## config.mk

```make
export PLATFORM = sky130hd
export DESIGN_NAME = delay_analog
export DESIGN_NICKNAME = d
export VERILOG_FILES = /design/src/rtl/delay_analog.sv
export SDC_FILE = /design/constraint.sdc
export NUM_CORES = 1
export LEC_CHECK = 0
export CAP_MARGIN = 20
export CORE_MARGIN = 10
export CORE_UTILIZATION = 45
export DETAILED_ROUTE_END_ITERATION = 16
export DONT_BUFFER_PORTS = 1
export HOLD_SLACK_MARGIN = 0.02
export PLACE_DENSITY_LB_ADDON = 0.05
export SLEW_MARGIN = 20
export SYNTH_ARGS = -nofsm -noshare
export SYNTH_HDL_FRONTEND = slang
export SYNTH_SLANG_ARGS = --single-unit
export TNS_END_PERCENT = 10
```

## constraint.sdc

```tcl
create_clock -name clk -period 1.6 [get_ports clk]
set_input_delay 0.4 -clock clk [delete_from_list [all_inputs] [get_ports clk]]
set_output_delay 0.4 -clock clk [all_outputs]
set_load 0.01 [all_outputs]
```

## src/rtl/delay_analog.sv

```systemverilog
// Programmable-delay history buffer for fixed-point analog samples: stores one sample per cke step
// and registers the sample from `delay` steps earlier. Optional macro: DELAY_ANALOG_HOLD_OLDEST_EN.
module delay_analog #(
    parameter int  depth   = 4,
    parameter real init    = 0.0,
    parameter int  in_w    = 16,
    parameter int  in_exp  = -8,
    parameter int  out_w   = 18,
    parameter int  out_exp = -10,
    localparam int DW      = $clog2(depth + 1)
) (
    input  logic                    clk,
    input  logic                    rst,
    input  logic                    cke,
    input  logic signed [in_w-1:0]  in,
    input  logic        [DW-1:0]    delay,
    output logic signed [out_w-1:0] out,
    output logic                    valid
);

    localparam int PW = (depth > 1) ? $clog2(depth) : 1;
    localparam int AW = DW + 1;
    localparam int SH = in_exp - out_exp;
    localparam int XW = in_w + ((SH > 0) ? SH : 0) + out_w;
    localparam logic [DW-1:0] DEPTH_D = DW'(depth);
    localparam logic signed [out_w-1:0] INIT_FX = out_w'($rtoi(init * (2.0 ** (-out_exp))));

    logic signed [out_w-1:0] mem [depth];
    logic [PW-1:0]           wr_ptr;
    logic [DW-1:0]           count;
    logic [DW-1:0]           d;
    logic signed [XW-1:0]    in_ext;
    logic signed [XW-1:0]    in_shift;
    logic signed [out_w-1:0] in_aligned;
    logic signed [out_w-1:0] nxt_out;
    logic                    nxt_valid;

    // Re-scale the input LSB weight (2^in_exp) to the storage/output weight (2^out_exp).
    assign in_ext = XW'(in);
    generate
        if (SH >= 0) begin : g_left
            assign in_shift = in_ext <<< SH;
        end else begin : g_right
            assign in_shift = in_ext >>> (-SH);
        end
    endgenerate
    assign in_aligned = in_shift[out_w-1:0];

    // Index of the entry written `lag` steps ago, wrapping explicitly for non-power-of-2 depth.
    function automatic logic [PW-1:0] lag_idx(input logic [PW-1:0] ptr, input logic [DW-1:0] lag);
        logic [AW-1:0] p;
        logic [AW-1:0] l;
        p = AW'(ptr);
        l = AW'(lag);
        if (p >= l) return PW'(p - l);
        else        return PW'(p + AW'(depth) - l);
    endfunction

    always_comb begin
        d         = (delay > DEPTH_D) ? DEPTH_D : delay;
        nxt_out   = INIT_FX;
        nxt_valid = 1'b0;
        if (d == '0) begin
            nxt_out   = in_aligned;
            nxt_valid = 1'b1;
        end else if (d <= count) begin
            nxt_out   = mem[lag_idx(wr_ptr, d)];
            nxt_valid = 1'b1;
        end
`ifdef DELAY_ANALOG_HOLD_OLDEST_EN
        else if (count != '0) begin
            nxt_out = mem[lag_idx(wr_ptr, count)];
        end
`else
`endif
    end

    // Memory has no reset so it can map onto RAM; count masks stale entries instead.
    always_ff @(posedge clk) begin
        if (cke && !rst) mem[wr_ptr] <= in_aligned;
    end

    always_ff @(posedge clk or posedge rst) begin
        if (rst) begin
            out    <= INIT_FX;
            valid  <= 1'b0;
            wr_ptr <= '0;
            count  <= '0;
        end else if (cke) begin
            out    <= nxt_out;
            valid  <= nxt_valid;
            wr_ptr <= (wr_ptr == PW'(depth - 1)) ? '0 : wr_ptr + 1'b1;
            count  <= (count == DEPTH_D) ? count : count + 1'b1;
        end
    end

endmodule
```

==> flow_summary.yaml, run 1 <==
timing:
  timing.final.crit_share_pct: 108
  rsz0062_at_grt: "yes"
  min_period_ns: 1.72
  fmax_ghz: 0.581
  final-setup-viol-count: 16
  clock_skew_ns: 0.00980
  setup_slack_ns: -0.123
  finalHoldViolations: 0
  finalMaxSlewViolations: 0
floorplan:
  fp.dieH_microns: 112
  rows: 33
  start_util_pct: 46.3
  die_w_microns: 112
  die_area_sq_um: 12600
  core_sq_um: 8260
  pin_count: 41
cells_and_area:
  final_cell_area_sq_um: 4360
  drive_gt1_share_pct: 28.0
  diodes: 0
  mostFrequentLayoutCells: "64 x edfxtp_1, 35 x nand2_1, 32 x mux2i_1, 22 x dfrtp_1, 19 x o21ai_0"
  syn2layout_area_growth_pct: 13.9
  mostFrequentLayoutCell: "edfxtp_1"
  final_util_pct: 52.8
  fillers: 705
  final_cells: 391
  nets: 312
synth:
  synth_top_family_by_area: "multiplexers"
  synth_area_sq_um: 3820
  ys_async_sr_fraction_pct: 25.6
  yosysSeqAreaShare_pct: 64.6
  avgSynthCellArea_sq_um: 14.8
  synth_fa_ha_area_share_pct: 2.94
  ys_warn_count: 0
  yosys.area_share.xor_xnor_pct: 1.67
  post_synth_num_cell_types: 33
  synth-compound-area-share_pct: 6.61
  synth_cells: 258
  synth-simple-area-share_pct: 6.31
  synth_mux_area_share_pct: 14.7
  synth-edff-count: 64
  ys_ff_latch: 86
  ys.flop_type: "edfxtp_1"
clocking:
  numCtsBuffers: 9
  cts_tree: "built"
  path_clk_slew_ns: 0.09
  cts.sinks: 86
  h-tree-depth: 3
  clock_latency_ns: 0.36
  cts_buffer_depth: 2
  ctsRootBufferMaster: "clkbuf_8"
  cts_setup_buffers: 0
critical_path:
  crit_fanout: 6
  crit_path_end_kind: "flop"
  critPathLaunchType: "flop"
  arrival_ns: 2.01
  critPathKind: "reg -> reg"
  cp_data_required_time_ns: 1.89
place:
  place_area_sq_um: 4110
  dp_cells: 374
  post-place-ws_ns: -0.194
  port_buffers: 0
  gp_congestion: 0.687
  dpl.hpwl_microns: 4860
routing:
  drc: 0
  drtIter0Drc: 59
  vias: 1976
  wl_microns: 7180
  ant_nets: 0
  wl_per_cell_microns: 18.4
  viasPerCell: 5.05
  drtPass1Iterations: 4
global_route:
  grt_pass1_vias: 2066
  grt.busiest_layer: "met2"
  use_met1_pct: 14.0
  gr-usage-all-layers_pct: 12.0
  antenna_found_initial: 0
  grt_max_degree: 43
  met3_usage_pct: 3.73
  grt_first_pass_wirelength_microns: 11700
  overflow: 0
  met2_usage_pct: 19.9
min_path:
  hold_class: "in -> reg"
outcome:
  outcome: "finished with violations"
  violations: "negative setup slack"
power_and_ir_drop:
  p_leak_uw: 0.00174
  peakVddDrop_mv: 0.551
  total_power_uw: 6740
  power.density_nw_per_um2: 1550
run:
  cap_violations: 0
==> stage by stage <==
stage / hold slack [ns] / TNS [ns]
detailed placement: 0.372 / -4.18
global placement: 0.360 / -3.47
finish: 0.131 / -1.75
CTS: 0.115 / -2.58
floorplan: 0.389 / -7.64
global route: 0.104 / -2.96
==> where the power goes <==
part	internal [uW]	leakage (uW)	switching [uW]	total, uW
registers	2750	0.000839	255	3010
clock network	575	0.0000833	784	1360
logic	1300	0.000820	1070	2370
==> worst max-delay path: stages (launching register included) <==
cell and delay (ns):
dfrtp_1 0.42, nor2b_4 0.15, mux2i_4 0.30, xnor2_4 0.20
buf_12 0.17, mux2_4 0.30, o21ai_2 0.10
==> cell usage after synthesis (all sizes together) (3+ instances only) <==
cell type,number,area [sq um]
edfxtp,64,1920
clkbuf,5,18.8
o21ai,36,218
ha,9,113
nand2b,3,26.3
and2,4,25.0
nor2,3,11.3
dfrtp,22,551
inv,6,22.5
xnor2,3,63.8
mux2i,33,343
mux2,16,218
buf,7,76.3
nor2b,4,32.5
nand2,35,131
==> kinds of logic (layout without fill, tap and decap cells) <==
group	after synthesis	count (layout)
flops	86	86
simple gates	51	51
mux	49	49
compound gates	41	41
buf+inv	18	45
fa+ha+maj	9	9
xor+xnor	3	3
other cells	1	2
==> registers in the layout, summed over array words and instances, names as in the netlist <==
| name | count |
|---|---|
| mem | 64 |
| count | 3 |
| wr_ptr | 2 |
| valid | 1 |
| out | 16 |
==> metal layers <==
layer / vias to the layer above / part of all wire [%] / routed length (microns)
li1: 975 / - / -
met5: - / 0 / 0
met1: 965 / 43 / 3100
met2: 28 / 50 / 3590
met3: 8 / 5.1 / 369
met4: 0 / 1.7 / 123
==> area by class of cell <==
| class | instances | area, sq um | area share (%) |
|---|---|---|---|
| multi-input combinational | 155 | 1300 | 29.8 |
| clock inverter | 6 | 46.3 | 1.06 |
| sequential | 86 | 2470 | 56.7 |
| timing repair buffer | 23 | 254 | 5.83 |
| inverter | 6 | 25.0 | 0.574 |
| clock buffer | 10 | 128 | 2.93 |
| tap | 105 | 131 | 3.02 |
==> path summary, 6_finish.rpt <==
kind                            startpoint    endpoint  slack, ns  cells past startpoint
worst min-delay path                in[14]  mem[1][14]       0.13                      0
min in group asynchronous              rst     out[16]       0.55                      3
worst max register to register   wr_ptr[0]      out[9]      -0.12                      6
worst max-delay path             wr_ptr[0]      out[9]      -0.12                      6
worst min register to register       valid       valid       0.59                      1
max in group asynchronous              rst   wr_ptr[1]       0.79                      3
==> what timing repair did <==
action	CTS	global route
pin swaps	10	7
gates resized for setup	8	10
hold buffers	1	0
endpoints found under the setup margin	48	48
hold endpoints to repair	22	0
(Power assumes the default switching activity.)
==> run 2: changes to the inputs <==
--- a/config.mk
+++ b/config.mk
@@ -13,4 +13,5 @@
 export HOLD_SLACK_MARGIN = 0.02
 export PLACE_DENSITY_LB_ADDON = 0.05
+export REMOVE_ABC_BUFFERS = 1
 export SLEW_MARGIN = 20
 export SYNTH_ARGS = -nofsm -noshare
==> constraint.sdc (replaced) <==
create_clock -name clk -period 1.6 [get_ports clk]
set_input_delay 0.4 -clock clk [delete_from_list [all_inputs] [get_ports clk]]
set_output_delay 0.4 -clock clk [all_outputs]
set_load 0.005 [all_outputs]
==> flow_summary.yaml, run 2 (synthesis gave the netlist of run 1 again) <==
cells_and_area:
  largest_reg_flops: 64
  fillers: 695
  regMostFlops: "mem"
  mostFrequentLayoutCells: "64 x edfxtp_1, 35 x nand2_1, 32 x mux2i_1, 22 x dfrtp_1, 19 x o21ai_0"
  reg_top3: "mem (64), out (16), count (3)"
  nets: 314
  drive_gt1_share_pct: 27.4
  final_cells: 393
  diodes: 0
  mostFrequentLayoutCell: "edfxtp_1"
  final_util_pct: 53.8
  syn2layout_area_growth_pct: 16.2
routing:
  wl_microns: 7430
  wl_per_cell_microns: 18.9
  drtIter0Drc: 90
  vias: 2044
  drtPass1Iterations: 4
  viasPerCell: 5.20
  ant_nets: 0
  drc: 0
global_route:
  overflow: 0
  grt_max_degree: 43
  gr-usage-all-layers_pct: 12.3
  grt_pass1_vias: 2134
  grt_first_pass_wirelength_microns: 12200
  antenna_found_initial: 0
min_path:
  hold_class: "in -> reg"
outcome:
  outcome: "finished with violations"
  violations: "negative setup slack"
floorplan:
  rows: 33
  start_util_pct: 46.3
  die_area_sq_um: 12600
  fp.dieH_microns: 112
  pin_count: 41
  core_sq_um: 8260
  die_w_microns: 112
timing:
  rsz0062_at_grt: "yes"
  setup_slack_ns: -0.122
  finalMaxSlewViolations: 0
  min_period_ns: 1.72
  fmax_ghz: 0.581
  timing.final.crit_share_pct: 108
  final-setup-viol-count: 16
  clock_skew_ns: 0.00843
  finalHoldViolations: 0
clocking:
  clock_latency_ns: 0.34
  cts_tree: "built"
  numCtsBuffers: 9
  cts.sinks: 86
  cts_buffer_depth: 2
  ctsRootBufferMaster: "clkbuf_8"
  cts_setup_buffers: 0
  path_clk_slew_ns: 0.09
  h-tree-depth: 3
power_and_ir_drop:
  p_leak_uw: 0.00179
  peakVddDrop_mv: 0.614
  power.density_nw_per_um2: 1630
critical_path:
  cp_data_required_time_ns: 1.88
  crit_path_end_kind: "flop"
  max_stage_delay_ns: 0.41
  slowest_stage: "dfrtp_1"
  crit_buf_inv: 1
  crit_fanout: 4
  path_cells: "nor2b_4 -> mux2i_4 -> xnor2_4 -> clkbuf_16 -> mux2_4 -> o21ai_2"
  arrival_ns: 2.00
  critPathLaunchType: "flop"
  critical-path-top-delay-family: "multiplexers"
  critPathKind: "reg -> reg"
place:
  gp_congestion: 0.698
  port_buffers: 0
  dpl.hpwl_microns: 4920
  dp_cells: 375
run:
  cap_violations: 0
-- run 2: cell types whose count changed in the layout (fill, tap and decap cells not counted), sizes merged --
cell	change
buf	+1
inv	-1
bufinv	+3
clkinv	-2
clkinvlp	-1
clkbuf	+2
-- run 2: metrics by stage --
step | hold slack [ns] | cell area, sq um | TNS (ns) | total power (uW) | setup slack, ns
floorplan | 0.389 | 3730 | -8.08 | 4450 | -0.495
detailed placement | 0.371 | 4100 | -5.77 | 5230 | -0.303
global route | 0.113 | 4440 | -2.70 | 7650 | -0.196
CTS | 0.121 | 4380 | -1.62 | 7160 | -0.141
global placement | 0.374 | 4100 | -5.40 | 5220 | -0.241
finish | 0.144 | 4440 | -1.61 | 7240 | -0.122
-- run 2: layer usage --
layer	part of all wire (%)	GRT usage, %	vias to the layer above
met5	0	0	-
met4	0.85	4.57	0
met3	5.5	3.62	5
met2	47	19.0	34
met1	46	16.1	1016
li1	-	-	989
-- run 2: path summary, 6_finish.rpt --
check,start,end,slack [ns],depth (start not counted)
setup / recovery,wr_ptr[0],out[6],-0.12,6
hold / removal,in[9],mem[1][9],0.14,0
setup reg to reg,wr_ptr[0],out[6],-0.12,6
hold reg to reg,out[16],out[16],0.55,2
max in group asynchronous,rst,valid,0.79,3
min in group asynchronous,rst,out[14],0.55,3
-- run 2: report_power, final --
group / switching, uW / internal (uW)
clock network: 772 / 1090
registers: 201 / 2760
logic: 1090 / 1330
-- run 2: what timing repair did --
| action | 4_1_cts | 5_1_grt |
|---|---|---|
| cloned | 0 | 1 |
| setup endpoints to repair | 45 | 45 |
| endpoints found under the hold margin | 22 | 0 |
| gates resized for setup | 7 | 12 |
| hold buffers | 1 | 0 |
-- run 2: worst reg2reg max path, cell delays in order, from the launching register on --
cell,delay [ns]
dfrtp_1,0.41
nor2b_4,0.14
mux2i_4,0.29
xnor2_4,0.20
clkbuf_16,0.22
mux2_4,0.30
o21ai_2,0.10
-- run 2: cell type report --
cell class,count,area [sq um],share of cell area [%]
Sequential cell,86,2470,55.6
Multi-Input combinational cell,155,1280,28.9
Inverter,6,22.5,0.507
Clock inverter,5,106,2.39
Tap cell,105,131,2.96
Clock buffer,11,141,3.18
Timing Repair Buffer,25,285,6.42
